File: config.mk
export PLATFORM = sky130hd
export DESIGN_NAME = fc_bias_act_pipe
export DESIGN_NICKNAME = d
export VERILOG_FILES = /design/src/rtl/fc_bias_act_pipe.sv
export SDC_FILE = /design/constraint.sdc
export NUM_CORES = 1
export LEC_CHECK = 0
export ABC_AREA = 1
export CAP_MARGIN = 10
export CORE_ASPECT_RATIO = 1.2
export CORE_MARGIN = 2
export CORE_UTILIZATION = 23
export CTS_CLUSTER_SIZE = 14
export DETAILED_ROUTE_END_ITERATION = 16
export MAX_ROUTING_LAYER = met4
export SLEW_MARGIN = 30
export SYNTH_ARGS = -nofsm -noshare
export SYNTH_HDL_FRONTEND = slang
export SYNTH_SLANG_ARGS = --single-unit
File: constraint.sdc
create_clock -name clk -period 4.7 [get_ports clk]
set_input_delay 0.705 -clock clk [delete_from_list [all_inputs] [get_ports clk]]
set_output_delay 0.705 -clock clk [all_outputs]
set_load 0.03 [all_outputs]
File: src/rtl/fc_bias_act_pipe.sv
// rtl/fc_bias_act_pipe.sv - FC output stage: per-channel bias add, rounding shift, ReLU, saturation.
// Two-stage valid/ready pipeline with runtime bias registers and a clip-event counter.
module fc_bias_act_pipe #(
    parameter int CO      = 3,
    parameter int ACC_BW  = 20,
    parameter int BIAS_BW = 8,
    parameter int OUT_BW  = 8,
    parameter int SH_BW   = 4,
    parameter int CNT_BW  = 16,
    localparam int AW     = (CO > 1) ? $clog2(CO) : 1
) (
    input  logic                   clk,
    input  logic                   reset_n,
    input  logic                   i_valid,
    output logic                   o_ready,
    input  logic [CO*ACC_BW-1:0]   i_acc,
    input  logic [SH_BW-1:0]       i_shift,
    input  logic                   i_relu_en,
    output logic                   o_valid,
    input  logic                   i_ready,
    output logic [CO*OUT_BW-1:0]   o_data,
    input  logic                   i_bias_we,
    input  logic [AW-1:0]          i_bias_addr,
    input  logic [BIAS_BW-1:0]     i_bias_data,
    input  logic                   i_sat_clr,
    output logic [CNT_BW-1:0]      o_sat_cnt
);

    localparam int SW = ACC_BW + 1;
    // One extra bit so the rounding increment can never overflow the sum.
    localparam int RW = ACC_BW + 2;
    localparam logic signed [RW-1:0] OMAX = {{(RW-OUT_BW+1){1'b0}}, {(OUT_BW-1){1'b1}}};
    localparam logic signed [RW-1:0] OMIN = {{(RW-OUT_BW+1){1'b1}}, {(OUT_BW-1){1'b0}}};

    logic signed [BIAS_BW-1:0] bias [CO];

    logic                  s1_valid;
    logic signed [SW-1:0]  s1_sum [CO];
    logic [SH_BW-1:0]      s1_shift;
    logic                  s1_relu;

    logic                  s2_valid;
    logic                  s2_sat;
    logic [CO*OUT_BW-1:0]  s2_data;

    logic                  adv1;
    logic                  adv2;
    logic [CO*OUT_BW-1:0]  s2_next;
    logic                  sat_next;
    logic signed [RW-1:0]  ext;
    logic signed [RW-1:0]  rnd;
    logic signed [RW-1:0]  res;

    always_comb begin
        adv2 = !s2_valid || i_ready;
        adv1 = !s1_valid || adv2;
    end

    assign o_ready = adv1;
    assign o_valid = s2_valid;
    assign o_data  = s2_data;

    // Out-of-range addresses match no channel and are dropped.
    always_ff @(posedge clk or negedge reset_n) begin
        if (!reset_n) begin
            for (int c = 0; c < CO; c++) bias[c] <= '0;
        end else if (i_bias_we) begin
            for (int c = 0; c < CO; c++)
                if (i_bias_addr == AW'(c)) bias[c] <= i_bias_data;
        end
    end

    always_ff @(posedge clk or negedge reset_n) begin
        if (!reset_n) begin
            s1_valid <= 1'b0;
            s1_shift <= '0;
            s1_relu  <= 1'b0;
            for (int c = 0; c < CO; c++) s1_sum[c] <= '0;
        end else if (adv1) begin
            s1_valid <= i_valid;
            if (i_valid) begin
                s1_shift <= i_shift;
                s1_relu  <= i_relu_en;
                for (int c = 0; c < CO; c++)
                    s1_sum[c] <= $signed({i_acc[c*ACC_BW+ACC_BW-1], i_acc[c*ACC_BW +: ACC_BW]})
                               + $signed({{(SW-BIAS_BW){bias[c][BIAS_BW-1]}}, bias[c]});
            end
        end
    end

    always_comb begin
        s2_next  = '0;
        sat_next = 1'b0;
        ext      = '0;
        rnd      = '0;
        res      = '0;
        for (int c = 0; c < CO; c++) begin
            ext = {s1_sum[c][SW-1], s1_sum[c]};
            rnd = '0;
            if (s1_shift != '0) rnd = RW'(1) << (s1_shift - 1'b1);
            res = (ext + rnd) >>> s1_shift;
            if (s1_relu && res[RW-1]) res = '0;
            if (res > OMAX) begin
                res      = OMAX;
                sat_next = 1'b1;
            end else if (res < OMIN) begin
                res      = OMIN;
                sat_next = 1'b1;
            end
            s2_next[c*OUT_BW +: OUT_BW] = res[OUT_BW-1:0];
        end
    end

    always_ff @(posedge clk or negedge reset_n) begin
        if (!reset_n) begin
            s2_valid <= 1'b0;
            s2_sat   <= 1'b0;
            s2_data  <= '0;
        end else if (adv2) begin
            s2_valid <= s1_valid;
            if (s1_valid) begin
                s2_data <= s2_next;
                s2_sat  <= sat_next;
            end
        end
    end

    always_ff @(posedge clk or negedge reset_n) begin
        if (!reset_n) begin
            o_sat_cnt <= '0;
        end else if (i_sat_clr) begin
            o_sat_cnt <= '0;
        end else if (s2_valid && i_ready && s2_sat && (o_sat_cnt != '1)) begin
            o_sat_cnt <= o_sat_cnt + 1'b1;
        end
    end

endmodule
Yosys cells after proc, flatten, opt, wreduce, memory -nomap -nowiden
Cells that the tools add are included. Widths: inputs -> output; s select.

$add $sub $neg: 8. Shift-type cells: 4. Order comparisons: 6. Equal/unequal tests: 3. Reductions and logical operators: 18. Muxes and demuxes: 18.

Operator list (count): $mux 22 (4); $add 21x22->22 (3); $gt 22x8->1 const B (3); $lt 22x8->1 const B (3); $sshr 22x4->22 (3); $add 20x8->21 (3); $mux 8 (6); $mux 16 (2); $shl 1x4->22 const A (1); $add 16x1->16 const B (1); $ne 16x16->1 const B (1); $reduce_and 2->1 (5); $logic_and 1x1->1 (6); $mux 1 (6); $reduce_bool 4->1 (1); $sub 4x1->4 const B (1); $eq 2x1->1 const B (1); $eq 2x2->1 const B (1); $logic_not 1->1 (2); $logic_not 2->1 (1); $logic_or 1x1->1 (2); $reduce_bool 2->1 (1).

Output and inout bits: 42. Input bits: 81. Flip-flop bits (word level): 135. Logic and storage cells: 70.

Logic depth before layout (Yosys ltp)
Gate-level depths: netlist of run 1.

Depth in word-level cells: 14. Depth in mapped cells: 34. Mapped depth without buffers: 33.

Worst setup path after synthesis of run 1
No wires, ideal clock.

Kind: register to register. Start point: register s1_shift[0]. End point: register s2_sat. Library setup time: 113 ps. Period minus slack after synthesis: 3653 ps. Arrival: 3540 ps. Stages on the path, launching flop included: 34. Slack: 1047 ps. Required time: 4587 ps. Buffers on the path: 1. Cell sequence: dfrtp_1 -> buf_4 -> inv_2 -> nor2_1 -> inv_1 -> nor2_1 -> ha_1 -> inv_1 -> fa_1 -> inv_1 -> a21oi_1 -> nand2_1 -> and2_1 -> nand2_1 -> nand3_1 -> nand3_1 -> nand3b_1 -> nand2_1 -> nand2_1 -> nand3_1 -> nand2_1 -> nand2_1 -> nand3_1 -> nand2_1 -> nor2_1 -> nand2_1 -> nor2_1 -> nand2_1 -> nand2_2 -> nand2_1 -> nor2_1 -> nand3_1 -> nand2_1 -> inv_1.

Cells in the longest elaborated chain, start to end: 14. Elaborated cells on any way between the ends: 28. Those cells by class: add/sub: 4; order compare: 6; shift: 4; mux: 10; reduce/logical: 4.

Ends and longest elaborated chain: start: declaration (line 39) `logic [SH_BW-1:0] s1_shift;`; start signal: assignment (line 82) `s1_shift <= i_shift;`; $sub 4x1->4 (line 100) `if (s1_shift != '0) rnd = RW'(1) << (s1_shift - 1'b1);`; $shl 1x4->22 (line 100); $mux 22 (line 100); $add 21x22->22 (line 101) `res = (ext + rnd) >>> s1_shift;`; $sshr 22x4->22 (line 101); $logic_and 1x1->1 (line 102) `if (s1_relu && res[RW-1]) res = '0;`; $mux 22 (line 102); $lt 22x8->1 (line 106) `end else if (res < OMIN) begin`; $mux 1 (line 106); $mux 1 (line 103) `if (res > OMAX) begin`; $mux 1 (line 106); $mux 1 (line 103); $mux 1 (line 106); $mux 1 * (line 103); end signal: assignment (line 123) `s2_sat <= sat_next;`; end: declaration (line 43) `logic s2_sat;`.

Every way passes the cells marked *; elsewhere a longest branch is shown, timed or not. A chain may end at the register's enable or synchronous reset.

Worst setup path after layout of run 1
Start point: register s1_shift[3]. End point: register s2_sat.

Same word-level chain as after synthesis.

==> impl_metrics.env, run 1 <==
export IMPL_r2r_start="s1_shift[3]"
export IMPL_slew_violations=0
export IMPL_synth_most_common_cell="nand2_1"
export IMPL_cts_sinks=135
export IMPL_syn_to_final_growth_pct=19.1
export IMPL_grt_overflow=0
export IMPL_critPathCaptureType="flop"
export IMPL_grt_max_degree=111
export IMPL_cts_htree_levels=4
export IMPL_fin_hold_ws_ps=170
export IMPL_path_cells="buf_4, nand2_1, nor2_1, ha_1, nand3_2, nor4_1, nand3_1, nand4_1, nand3_1, nand3_1, nand3_1, a21oi_1, nor2_1, or2_0, nor2_1, nand4_1, nand2_2, nand3_1, nand2_1, inv_1"
export IMPL_path_max_fanout=33
export IMPL_fin_tns_setup_ps=0
export IMPL_die_w_microns=235
export IMPL_setup_viol=0
export IMPL_synth_top_area_cell="dfrtp_1"
export IMPL_ant_nets=0
export IMPL_async_flop_share_pct=100
export IMPL_wire_per_inst_microns=14.5
export IMPL_synthCells=2388
export IMPL_grt_first_pass_wirelength_microns=78200
export IMPL_synth_cell_types=60
export IMPL_start_util_pct=23.2
export IMPL_synthFlopType="dfrtp_1"
export IMPL_die_area_sq_mm=0.0659
export IMPL_gp_routability_congestion=0.960
export IMPL_hold_viol=0
export IMPL_synth_area_leaders="dfrtp_1, nand2_1, nand3_1"
export IMPL_antenna_found_initial=0
export IMPL_core_area_sq_mm=0.0632
export IMPL_fmax_mhz=233
export IMPL_route_detailed_drc=0
export IMPL_postCtsSetupBuffers=0
export IMPL_yosysWarnings=0
export IMPL_max_stage_delay_ps=540
export IMPL_dp_hpwl_microns=39800
export IMPL_holdBufCountCts=0
export IMPL_cp_start_kind="flop"
export IMPL_dr_pass1_iters=6
export IMPL_worstPathRequired_ps=5050
export IMPL_fin_crit_ps=4300
export IMPL_r2r_slack_ps=400
export IMPL_grt_pass1_vias=14600
export IMPL_synth_common_cells="nand2_1, nand3_1, inv_1"
export IMPL_grt_use_total_pct=15.1
export IMPL_cts_buffers=17
export IMPL_outcome="finished clean"
export IMPL_avgSynthCellArea_sq_um=6.15
export IMPL_io_buffer_count=122
export IMPL_ios=123
export IMPL_viasPerCell=4.62
export IMPL_ys_ff_latch=135
export IMPL_cts_resized_gates=0
export IMPL_cts_root_buffer="clkbuf_16"
export IMPL_worstMarginPinSlew_ps=705
export IMPL_clkTransAtPathRegs_ps=60
export IMPL_tritoncts="done"
export IMPL_rows=101
export IMPL_crit_type="flop to flop"
export IMPL_num_antenna_cells=0
export IMPL_nets=2672
export IMPL_rsz0062_at_grt="no"
export IMPL_cp_slowest_cell="dfrtp_1"
export IMPL_cts_buffer_depth=2
export IMPL_finClkSkew_ps=13.5
export IMPL_cp_arrival_ps=4650
export IMPL_ys_seq_area_share_pct=23.0
export IMPL_synth_area_sq_mm=0.0147
export IMPL_vias=15400
export IMPL_drive_above_1_share_pct=5.59
export IMPL_die_height_microns=281
export IMPL_hp_class="input port to async pin"
export IMPL_cap_violations=0
export IMPL_pwr_density_cell_mw_per_mm2=422
export IMPL_crit_start="s1_shift[3]"
export IMPL_ir_drop_uv=252
export IMPL_power_leakage_nw=8.56
export IMPL_clk_latency_ps=460
export IMPL_slew_limit_headroom_pct=53.0
export IMPL_routed_wirelength_microns=48300
export IMPL_final_period_utilization_pct=91.4
export IMPL_synth_edf_count=0
export IMPL_cp_common_cell="nand3_1"
export IMPL_drtIter0Drc=939
export IMPL_yosysTopAreaCellShare_pct=23.0
[worst max-delay path: cells and delay by family, from the launching register on]
| kind | cells | cell delay (ps) |
|---|---|---|
| simple gates | 16 | 2760 |
| flops | 1 | 540 |
| buf+inv | 2 | 440 |
| fa+ha+maj | 1 | 240 |
| compound gates | 1 | 190 |
[path summary, 6_finish.rpt]
| check | endpoint | cells past startpoint |
|---|---|---|
| setup / recovery | s2_sat | 20 |
| hold / removal | o_sat_cnt[15] | 1 |
| setup reg to reg | s2_sat | 20 |
| hold reg to reg | o_data[7] | 2 |
| max in group asynchronous | s1_sum[39] | 2 |
| min in group clk | o_data[7] | 2 |
[kinds of logic (layout without fill, tap and decap cells)]
family,count (synthesis),after routing,synth area share (%)
other,1,3,0.0255
XOR/XNOR,69,69,4.12
flip-flops,135,135,23.0
buffers and inverters,345,460,9.09
adder cells (fa/ha/maj),99,99,8.74
AND/OR/NAND/NOR,1351,1351,40.3
AO/OA/AOI/OAI,385,385,14.5
multiplexers,3,3,0.205
[per-stage QoR]
step / std cells / setup WS, ps / util, % / area, sq um / power, mW
3_5_place_dp: 3297 / 468 / 26.7 / 16900 / 6.02
6_report: 3329 / 405 / 27.7 / 17500 / 7.38
4_1_cts: 3329 / 462 / 27.7 / 17500 / 7.43
2_1_floorplan: 2390 / 1050 / - / 14700 / 4.79
5_1_grt: 3329 / 41.8 / 27.7 / 17500 / 8.10
3_3_place_gp: 3297 / 461 / 26.7 / 16900 / 6.01
[routing by layer]
layer,vias to the layer above,GRT usage (%),part of all wire (%)
met5,-,-,0
li1,8127,-,-
met2,343,23.7,45
met3,58,1.94,3.7
met1,6852,20.0,49
met4,0,5.31,2.6
[registers in the layout, summed over array words and instances (netlist names)]
| register | count |
|---|---|
| o_sat_cnt | 16 |
| ext | 21 |
| s1_valid | 1 |
| s1_sum | 42 |
| o_valid | 1 |
| s1_shift | 4 |
| o_data | 24 |
| bias | 24 |
| s2_sat | 1 |
| s1_relu | 1 |
[where the power goes]
group / internal (mW) / leakage [nW] / total (mW) / switching, mW
Clock: 0.782 / 0.273 / 1.37 / 0.583
Combinational: 1.48 / 6.67 / 4.23 / 2.75
Sequential: 1.47 / 1.62 / 1.79 / 0.318
Total: 3.73 / 8.56 / 7.38 / 3.65
[placed cells by master (no fill, tap or decap), drive strengths merged, types with 6 or more instances in the layout]
| cell type | n |
|---|---|
| nand4 | 43 |
| a21boi | 7 |
| o21ai | 168 |
| clkdlybuf4s50 | 121 |
| a211oi | 12 |
| ha | 93 |
| xor2 | 51 |
| inv | 274 |
| a21oi | 143 |
| fa | 6 |
| dfrtp | 135 |
| nor2 | 217 |
| clkinv | 8 |
| clkbuf | 18 |
| nand3b | 7 |
| a31oi | 9 |
| nand3 | 344 |
| nand2 | 702 |
| o21bai | 14 |
| o22ai | 6 |
| xnor2 | 18 |
| buf | 33 |
| nor3 | 22 |
| o211ai | 6 |
| or2 | 7 |
[cell type report]
cell class	instances	area [sq um]
Fill cell	7121	45700
Timing Repair Buffer	154	1480
Clock buffer	18	429
Tap cell	824	1030
Inverter	274	1030
Multi-Input combinational cell	1910	9980
Sequential cell	135	3380
Clock inverter	14	149
Power figures use the tool's default switching activity.
==> run 2, diff against run 1 <==
--- a/config.mk
+++ b/config.mk
@@ -13,6 +13,7 @@
 export CTS_CLUSTER_SIZE = 14
 export DETAILED_ROUTE_END_ITERATION = 16
 export MAX_ROUTING_LAYER = met4
+export PLACE_DENSITY_LB_ADDON = 0.1
 export SLEW_MARGIN = 30
 export SYNTH_ARGS = -nofsm -noshare
 export SYNTH_HDL_FRONTEND = slang
==> impl_metrics.env, run 2 (synthesis gave the netlist of run 1 again) <==
export IMPL_drtIter0Drc=923
export IMPL_grt_first_pass_wirelength_microns=85800
export IMPL_finClkSkew_ps=13.2
export IMPL_max_stage_delay_ps=480
export IMPL_pwr_density_cell_mw_per_mm2=430
export IMPL_critPathCaptureType="flop"
export IMPL_p_seq_share_pct=23.9
export IMPL_critPathTopFamily="simple AND/OR/NAND/NOR gates"
export IMPL_largest_reg_flops=42
export IMPL_final_period_utilization_pct=89.5
export IMPL_path_max_fanout=10
export IMPL_timing_final_ws_setup_ps=493
export IMPL_power_frac_comb_pct=57.6
export IMPL_core_area_sq_mm=0.0632
export IMPL_route_detailed_drc=0
export IMPL_cap_violations=0
export IMPL_fin_tns_setup_ps=0
export IMPL_num_antenna_cells=0
export IMPL_worstPathRequired_ps=5070
export IMPL_cts_buffer_depth=2
export IMPL_dr_pass1_iters=5
export IMPL_r2r_slack_ps=490
export IMPL_r2r_start="s1_shift[2]"
export IMPL_hp_class="input port to async pin"
export IMPL_fin_crit_ps=4210
export IMPL_rows=101
export IMPL_syn_to_final_growth_pct=19.3
export IMPL_cp_arrival_ps=4570
export IMPL_rsz0062_at_grt="no"
export IMPL_layout_commonest_cell="nand2_1"
export IMPL_cp_common_cell="nand2_1"
export IMPL_nets=2676
export IMPL_cp_buffers_inverters=4
export IMPL_ios=123
export IMPL_gp_routability_congestion=0.869
export IMPL_antenna_found_initial=0
export IMPL_internal_power_mw=3.78
export IMPL_die_height_microns=281
export IMPL_power_leakage_nw=8.60
export IMPL_fmax_mhz=238
export IMPL_grt_overflow=0
export IMPL_r2r_cells=23
export IMPL_path_cells="nand2_1, nor2_2, buf_4, ha_1, inv_1, o21bai_1, nand2_1, nand2_1, a21oi_1, nand3_1, nand2_1, nand2_2, nor2_1, inv_2, nand2_1, nor2_1, or2_0, nor2_1, nand4_1, nand2_2, nand3_1, nand2_1, inv_1"
export IMPL_cts_root_buffer="clkbuf_16"
export IMPL_reg2reg_to="s2_sat"
export IMPL_clkTransAtPathRegs_ps=70
export IMPL_io_buffer_count=122
export IMPL_viasPerCell=4.65
export IMPL_p_clk_share_pct=18.5
export IMPL_cts_buffers=17
export IMPL_final_cell_mix="nand2_1, nand3_1, inv_1, nor2_1, o21ai_0"
export IMPL_outcome="finished clean"
export IMPL_p_sw_share_pct=49.8
export IMPL_worstMarginPinSlew_ps=688
export IMPL_clk_latency_ps=480
export IMPL_p_switching_mw=3.75
export IMPL_post_place_ws_ps=201
export IMPL_setup_viol=0
export IMPL_grt_max_degree=66
export IMPL_die_w_microns=235
export IMPL_regMostFlops="s1_sum"
export IMPL_hold_viol=0
export IMPL_wire_per_inst_microns=16.2
export IMPL_vias=15500
export IMPL_tritoncts="done"
export IMPL_ir_drop_uv=271
export IMPL_crit_type="flop to flop"
export IMPL_grt_pass1_vias=15200
export IMPL_die_area_sq_mm=0.0659
export IMPL_cp_start_kind="flop"
export IMPL_slew_violations=0
export IMPL_slew_limit_headroom_pct=54.1
export IMPL_postCtsSetupBuffers=0
export IMPL_cts_htree_levels=4
export IMPL_total_power_mw=7.53
export IMPL_routed_wirelength_microns=53900
export IMPL_start_util_pct=23.2
export IMPL_dp_hpwl_microns=45200
export IMPL_cts_sinks=135
export IMPL_grt_use_total_pct=17.1
export IMPL_cp_slowest_cell="dfrtp_1"
export IMPL_drive_above_1_share_pct=5.78
export IMPL_ant_nets=0
-- run 2: cell count changes in the layout (fill, tap and decap cells not counted), sizes merged --
cell / delta
clkinvlp: -3
clkbuf: +3
clkinv: +1
inv: -2
buf: +4
-- run 2: per-layer routing --
layer / track usage, % / vias to the layer above / wire (microns)
met3: 2.41 / 57 / 1830
met5: - / - / 0
met1: 22.5 / 7002 / 26800
met4: 5.55 / 0 / 1290
met2: 26.8 / 294 / 23900
li1: - / 8136 / -
-- run 2: final cells by class --
type                            count  area, sq um
Multi-Input combinational cell   1910         9990
Inverter                          274         1030
Sequential cell                   135         3380
Timing Repair Buffer              158         1490
Clock buffer                       21          470
Clock inverter                     10          121
Tap cell                          824         1030
Fill cell                        7187        45700
-- run 2: worst max path at each step --
stage | startpoint | depth (start not counted) | slack (ps) | end
finish | s1_shift[2] | 23 | 490 | s2_sat
global route | s1_shift[0] | 29 | 80 | o_data[9]
CTS | s1_shift[0] | 25 | 140 | s2_sat
detailed placement | s1_shift[0] | 25 | 200 | s2_sat
global placement | s1_shift[2] | 23 | 120 | s2_sat
floorplan | s1_shift[0] | 33 | 1050 | s2_sat
-- run 2: power by group through the flow --
stage / logic (mW) / clock network, mW / registers, mW
floorplan: 2.95 / 0 / 1.84
global placement: 4.36 / 0 / 1.82
detailed placement: 4.35 / 0 / 1.82
CTS: 4.37 / 1.45 / 1.80
global route: 4.95 / 1.50 / 1.85
finish: 4.33 / 1.40 / 1.80
-- run 2: repair_timing --
item | CTS | global route
endpoints found under the setup margin | 0 | 16
hold buffers | 0 | 0
gates resized for setup | 0 | 2
-- run 2: worst reg2reg max path: stages, from the launching register on --
cell,delay (ps)
dfrtp_1,480
nand2_1,260
nor2_2,420
buf_4,180
ha_1,270
inv_1,140
o21bai_1,100
nand2_1,70
nand2_1,70
a21oi_1,260
nand3_1,120
nand2_1,160
nand2_2,140
nor2_1,320
inv_2,180
nand2_1,100
nor2_1,50
or2_0,210
nor2_1,90
nand4_1,100
nand2_2,170
nand3_1,100
nand2_1,60
inv_1,30
-- run 2: stage by stage --
stage | hold slack (ps) | area (sq um) | cells | utilization [%]
2_1_floorplan | 409 | 14700 | 2390 | -
3_3_place_gp | 471 | 16900 | 3301 | 26.8
3_5_place_dp | 472 | 16900 | 3301 | 26.8
4_1_cts | 170 | 17500 | 3332 | 27.7
5_1_grt | 194 | 17500 | 3332 | 27.7
6_report | 173 | 17500 | 3332 | 27.7
==> edit 1: new RTL, flow settings as in run 1 <==
Register the output `o_sat_cnt` once more, without a reset; this adds one clock of latency there. The other outputs are not delayed to match.
--- a/src/rtl/fc_bias_act_pipe.sv
+++ b/src/rtl/fc_bias_act_pipe.sv
@@ -33,2 +33,4 @@
     localparam logic signed [RW-1:0] OMIN = {{(RW-OUT_BW+1){1'b1}}, {(OUT_BW-1){1'b0}}};
+
+    logic [CNT_BW-1:0] o_sat_cnt_s0;
 
@@ -129,7 +131,7 @@
         if (!reset_n) begin
-            o_sat_cnt <= '0;
+            o_sat_cnt_s0 <= '0;
         end else if (i_sat_clr) begin
-            o_sat_cnt <= '0;
-        end else if (s2_valid && i_ready && s2_sat && (o_sat_cnt != '1)) begin
-            o_sat_cnt <= o_sat_cnt + 1'b1;
+            o_sat_cnt_s0 <= '0;
+        end else if (s2_valid && i_ready && s2_sat && (o_sat_cnt_s0 != '1)) begin
+            o_sat_cnt_s0 <= o_sat_cnt_s0 + 1'b1;
         end
@@ -137,2 +139,6 @@
 
+    always_ff @(posedge clk) begin
+        o_sat_cnt <= o_sat_cnt_s0;
+    end
+
 endmodule
Behaviour: not the same (Yosys sat finds a counterexample within 4 cycles, from zero or initial values and one cycle with reset_n low).
==> edit 1 against run 1 <==
Sequential cell count grew 16. Largest power group unchanged. Global-route usage increased by 0.30 points. Critical path type unchanged. Count of clock-buffer cells in the layout unchanged. Critical path depth grew 5. Wire length rose by 6.6%. Die area grew 5.6%. Highest routed layer unchanged. Synthesized area grew 5.7%. Clock power increased by 3%. Maximum frequency is 1.8% higher. Power up 5.7%. Final area is 5.2% higher. Setup slack better by 0.076 ns.
==> edit 1: results (changes against run 1) <==
[routing]
drt_iter0_markers=1180  ; +26%
wl_met1_mm=25.0  ; +6.6%
firstDrtPassIters=7  ; +1
routed-via-count=16300  ; +5.7%
wl_met2_mm=23.5  ; +8.0%
wirelength_mm=51.5  ; +6.6%

[logic_synthesis]
synthTopCellsByArea=dfrtp_1, nand2_1, nand3_1
synthAdderAreaFrac=0.0827  ; -0.00470
syn_avg_cell_area_um2=6.18  ; +0.50%
synthArstFlopShare=0.894  ; -0.106
synthMuxAreaShare=0  ; -0.00205
synth_compound_area_frac=0.141  ; -0.00367
ys_seq_area_frac=0.238  ; +0.00829

[global_route]
first_global_vias=15400  ; +5.4%
met3_usage=0.0178  ; -0.00167
met2_usage=0.245  ; +0.00831
grt_usage=0.154  ; +0.00303

[finish]
num-nets-final=2795  ; +4.6%
nFillCells=7618  ; +7.0%

[setup_path]
crit_fanout=27  ; -18%

[power_and_ir_drop]
vdd_drop_max_mv=0.273  ; +8.5%
p_seq_frac=0.249  ; +0.007
power_frac_comb=0.570  ; -0.003
switchingPower_mw=3.93  ; +7.6%
p_seq_mw=1.94  ; +8%

[sta]
fin_worst_skew_ns=0.0137  ; +0.000225 ns
tightest_slew_ns=0.852  ; +0.147 ns

[place]
pre_cts_ws_ns=0.491  ; +0.0229 ns
placed_area_mm2=0.0178  ; +5.4%
dp_hpwl_mm=42.8  ; +7.4%

[run_status]
outcome=completed

## edit 1: cell count changes after synthesis, moves of 9 or more
cell | before | now
buf_1 | 28 | 13
nor2_1 | 202 | 221
a31oi_1 | 9 | 23
nand2_1 | 679 | 715
dfxtp_1 | 0 | 16
nand3_1 | 334 | 363
buf_2 | 1 | 12
nor3_1 | 22 | 13
clkbuf_1 | 35 | 44
## edit 1: cell type report
cell class                 instances  area, um^2  area share
antenna                            1        2.50    0.000136
clock buffer                      18         450      0.0245
clock inverter                    14         129     0.00700
inverter                         286        1080      0.0588
multi-input combinational       2000       10400       0.566
sequential                       151        3700       0.201
tap                              901        1130      0.0613
timing repair buffer             159        1500      0.0815
## edit 1: critical path, cell delays in order (launching register included)
cell and delay [ns]:
dfrtp_2 0.50, buf_4 0.25, inv_4 0.27, nand2_2 0.09
nor2_1 0.38, nand2_1 0.13, nand2_1 0.17, nor2_2 0.08
nand2_1 0.14, inv_1 0.05, nand2_1 0.06, nand2_1 0.08
nand2_1 0.11, nand4_4 0.15, nor2_2 0.31, inv_1 0.28
nand2_1 0.14, nor2_1 0.05, nand2_1 0.06, clkinv_1 0.07
nor2_1 0.11, nand3_1 0.09, nand2_1 0.28, nand4_1 0.14
nand2_1 0.07, nand2_1 0.04
## edit 1: final timing paths
path,start,end,slack (ns),depth (start not counted)
worst max-delay path,s1_shift[1],s2_sat,0.48,25
min in group clk,o_sat_cnt_s0[5],o_sat_cnt[5],0.38,0
worst max register to register,s1_shift[1],s2_sat,0.48,25
max in group asynchronous,reset_n,s1_shift[1],3.53,2
worst min-delay path,reset_n,o_data[7],0.27,1
worst min register to register,o_sat_cnt_s0[5],o_sat_cnt[5],0.38,0
==> edit 2: new RTL, settings of run 1 <==
Made on the original files. `ACC_BW`: 20 -> 22.
--- a/src/rtl/fc_bias_act_pipe.sv
+++ b/src/rtl/fc_bias_act_pipe.sv
@@ -4,3 +4,3 @@
     parameter int CO      = 3,
-    parameter int ACC_BW  = 20,
+    parameter int ACC_BW  = 22,
     parameter int BIAS_BW = 8,
Ports: changed (resized i_acc); port bits go from 123 to 129. No check against the original RTL was run, so the function may have changed too.
==> edit 2 against run 1 <==
Sequential cell count up 6. Final area up 9.9%. Clock skew up 0.0083 ns. Synthesized area up 9.3%. Critical path type unchanged. Setup slack worse by 0.015 ns. Worst hold slack worse by 0.095 ns. Wire length up 18%. Count of clock-buffer cells in the layout unchanged. Largest power group unchanged. Critical path depth up 5. Power up 8.4%.
==> edit 2: results (changes against run 1) <==
[global_route]
grt_usage=0.162  ; +0.0109
antenna_found_initial=2  ; +2
first_global_vias=16500  ; +13%
use_met1=0.214  ; +0.0139
grt_max_degree=115  ; +3.6%
met3_usage=0.0188  ; -0.000632
grt_pass1_wl_mm=89.9  ; +15%
met2_usage=0.252  ; +0.0154

[power_and_ir_drop]
vdd_drop_max_mv=0.302  ; +20%
leakage_nw=9.27  ; +8.2%

[logic_synthesis]
synth_cells=2672  ; +12%
ys_seq_area_frac=0.220  ; -0.0102
synth_common_cells=nand2_1, nand3_1, inv_1
synth_cell_types=53  ; -12%
yosysWarnings=0  ; unchanged
synthTopCellsByArea=dfrtp_1, nand2_1, nand3_1

[routing]
drt_iter0_markers=1367  ; +46%
routed.top_layer=met4
wl_met1_mm=26.9  ; +15%
routedWlPerCell_um=15.3  ; +5.4%
wl_met2_mm=25.6  ; +17%
drt-vias-per-instance=4.79  ; +3.7%
met3_length_mm=2.37  ; +33%
routed-via-count=17800  ; +16%
firstDrtPassIters=7  ; +1

[finish]
largest_register_ffs=46  ; +9.5%
nFillCells=7805  ; +9.6%
num-nets-final=2980  ; +12%
drive_gt1_frac=0.0507  ; -0.00521
largest-register=s1_sum

[clocking]
cts_buffers=17  ; unchanged
clk_pin_slew_ns=0.08  ; +0.02 ns
clk_latency_ns=0.48  ; +0.02 ns
root_buffer=clkbuf_16
htreeDepth=4  ; unchanged

[place]
placed_area_mm2=0.0185  ; +9.6%
portBuffers=128  ; +4.9%
dp_hpwl_mm=46.6  ; +17%
dp_cells=3684  ; +12%
place.gp.congestion=0.946  ; -1.4%
pre_cts_ws_ns=0.201  ; -0.268 ns

[sta]
fin_hold_ws_ns=0.0750  ; -0.0950 ns
tightest_slew_ns=0.757  ; +0.0512 ns
fin_worst_skew_ns=0.0218  ; +0.00832 ns
finalCritPeriodShare=0.917  ; +0.00315

[setup_path]
cp_slowest_cell=dfrtp_2
crit_fanout=10  ; -70%
cp.arrival_ns=4.67  ; +0.02 ns
critPathMaxStageDelay_ns=0.45  ; -0.09 ns

[min_path]
hold_path_class=primary input to asynchronous set/reset pin

[run_status]
outcome=completed

-- edit 2: kinds of logic after synthesis --
family / synth area share
simple gates: 0.427
flops: 0.220
mux: 0.00125
fa+ha+maj: 0.0839
buf+inv: 0.0932
compound gates: 0.139
xor+xnor: 0.0349
other cells: 0.000234
-- edit 2: cell type report --
| class | instances | area, um^2 | area share |
|---|---|---|---|
| repair buffers | 182 | 1710 | 0.0891 |
| diodes | 2 | 5.00 | 0.000260 |
| multi-input cells | 2142 | 11100 | 0.575 |
| flip-flops and latches | 141 | 3530 | 0.184 |
| clock buffers | 18 | 439 | 0.0229 |
| well taps | 918 | 1150 | 0.0598 |
| clock inverters | 14 | 170 | 0.00886 |
| inverters | 305 | 1150 | 0.0598 |
-- edit 2: power breakdown --
part           total (mW)  internal, mW  switching (mW)
sequential           1.89          1.54           0.352
combinational        4.65          1.62            3.03
clock                1.47         0.775           0.696
total                8.01          3.93            4.07
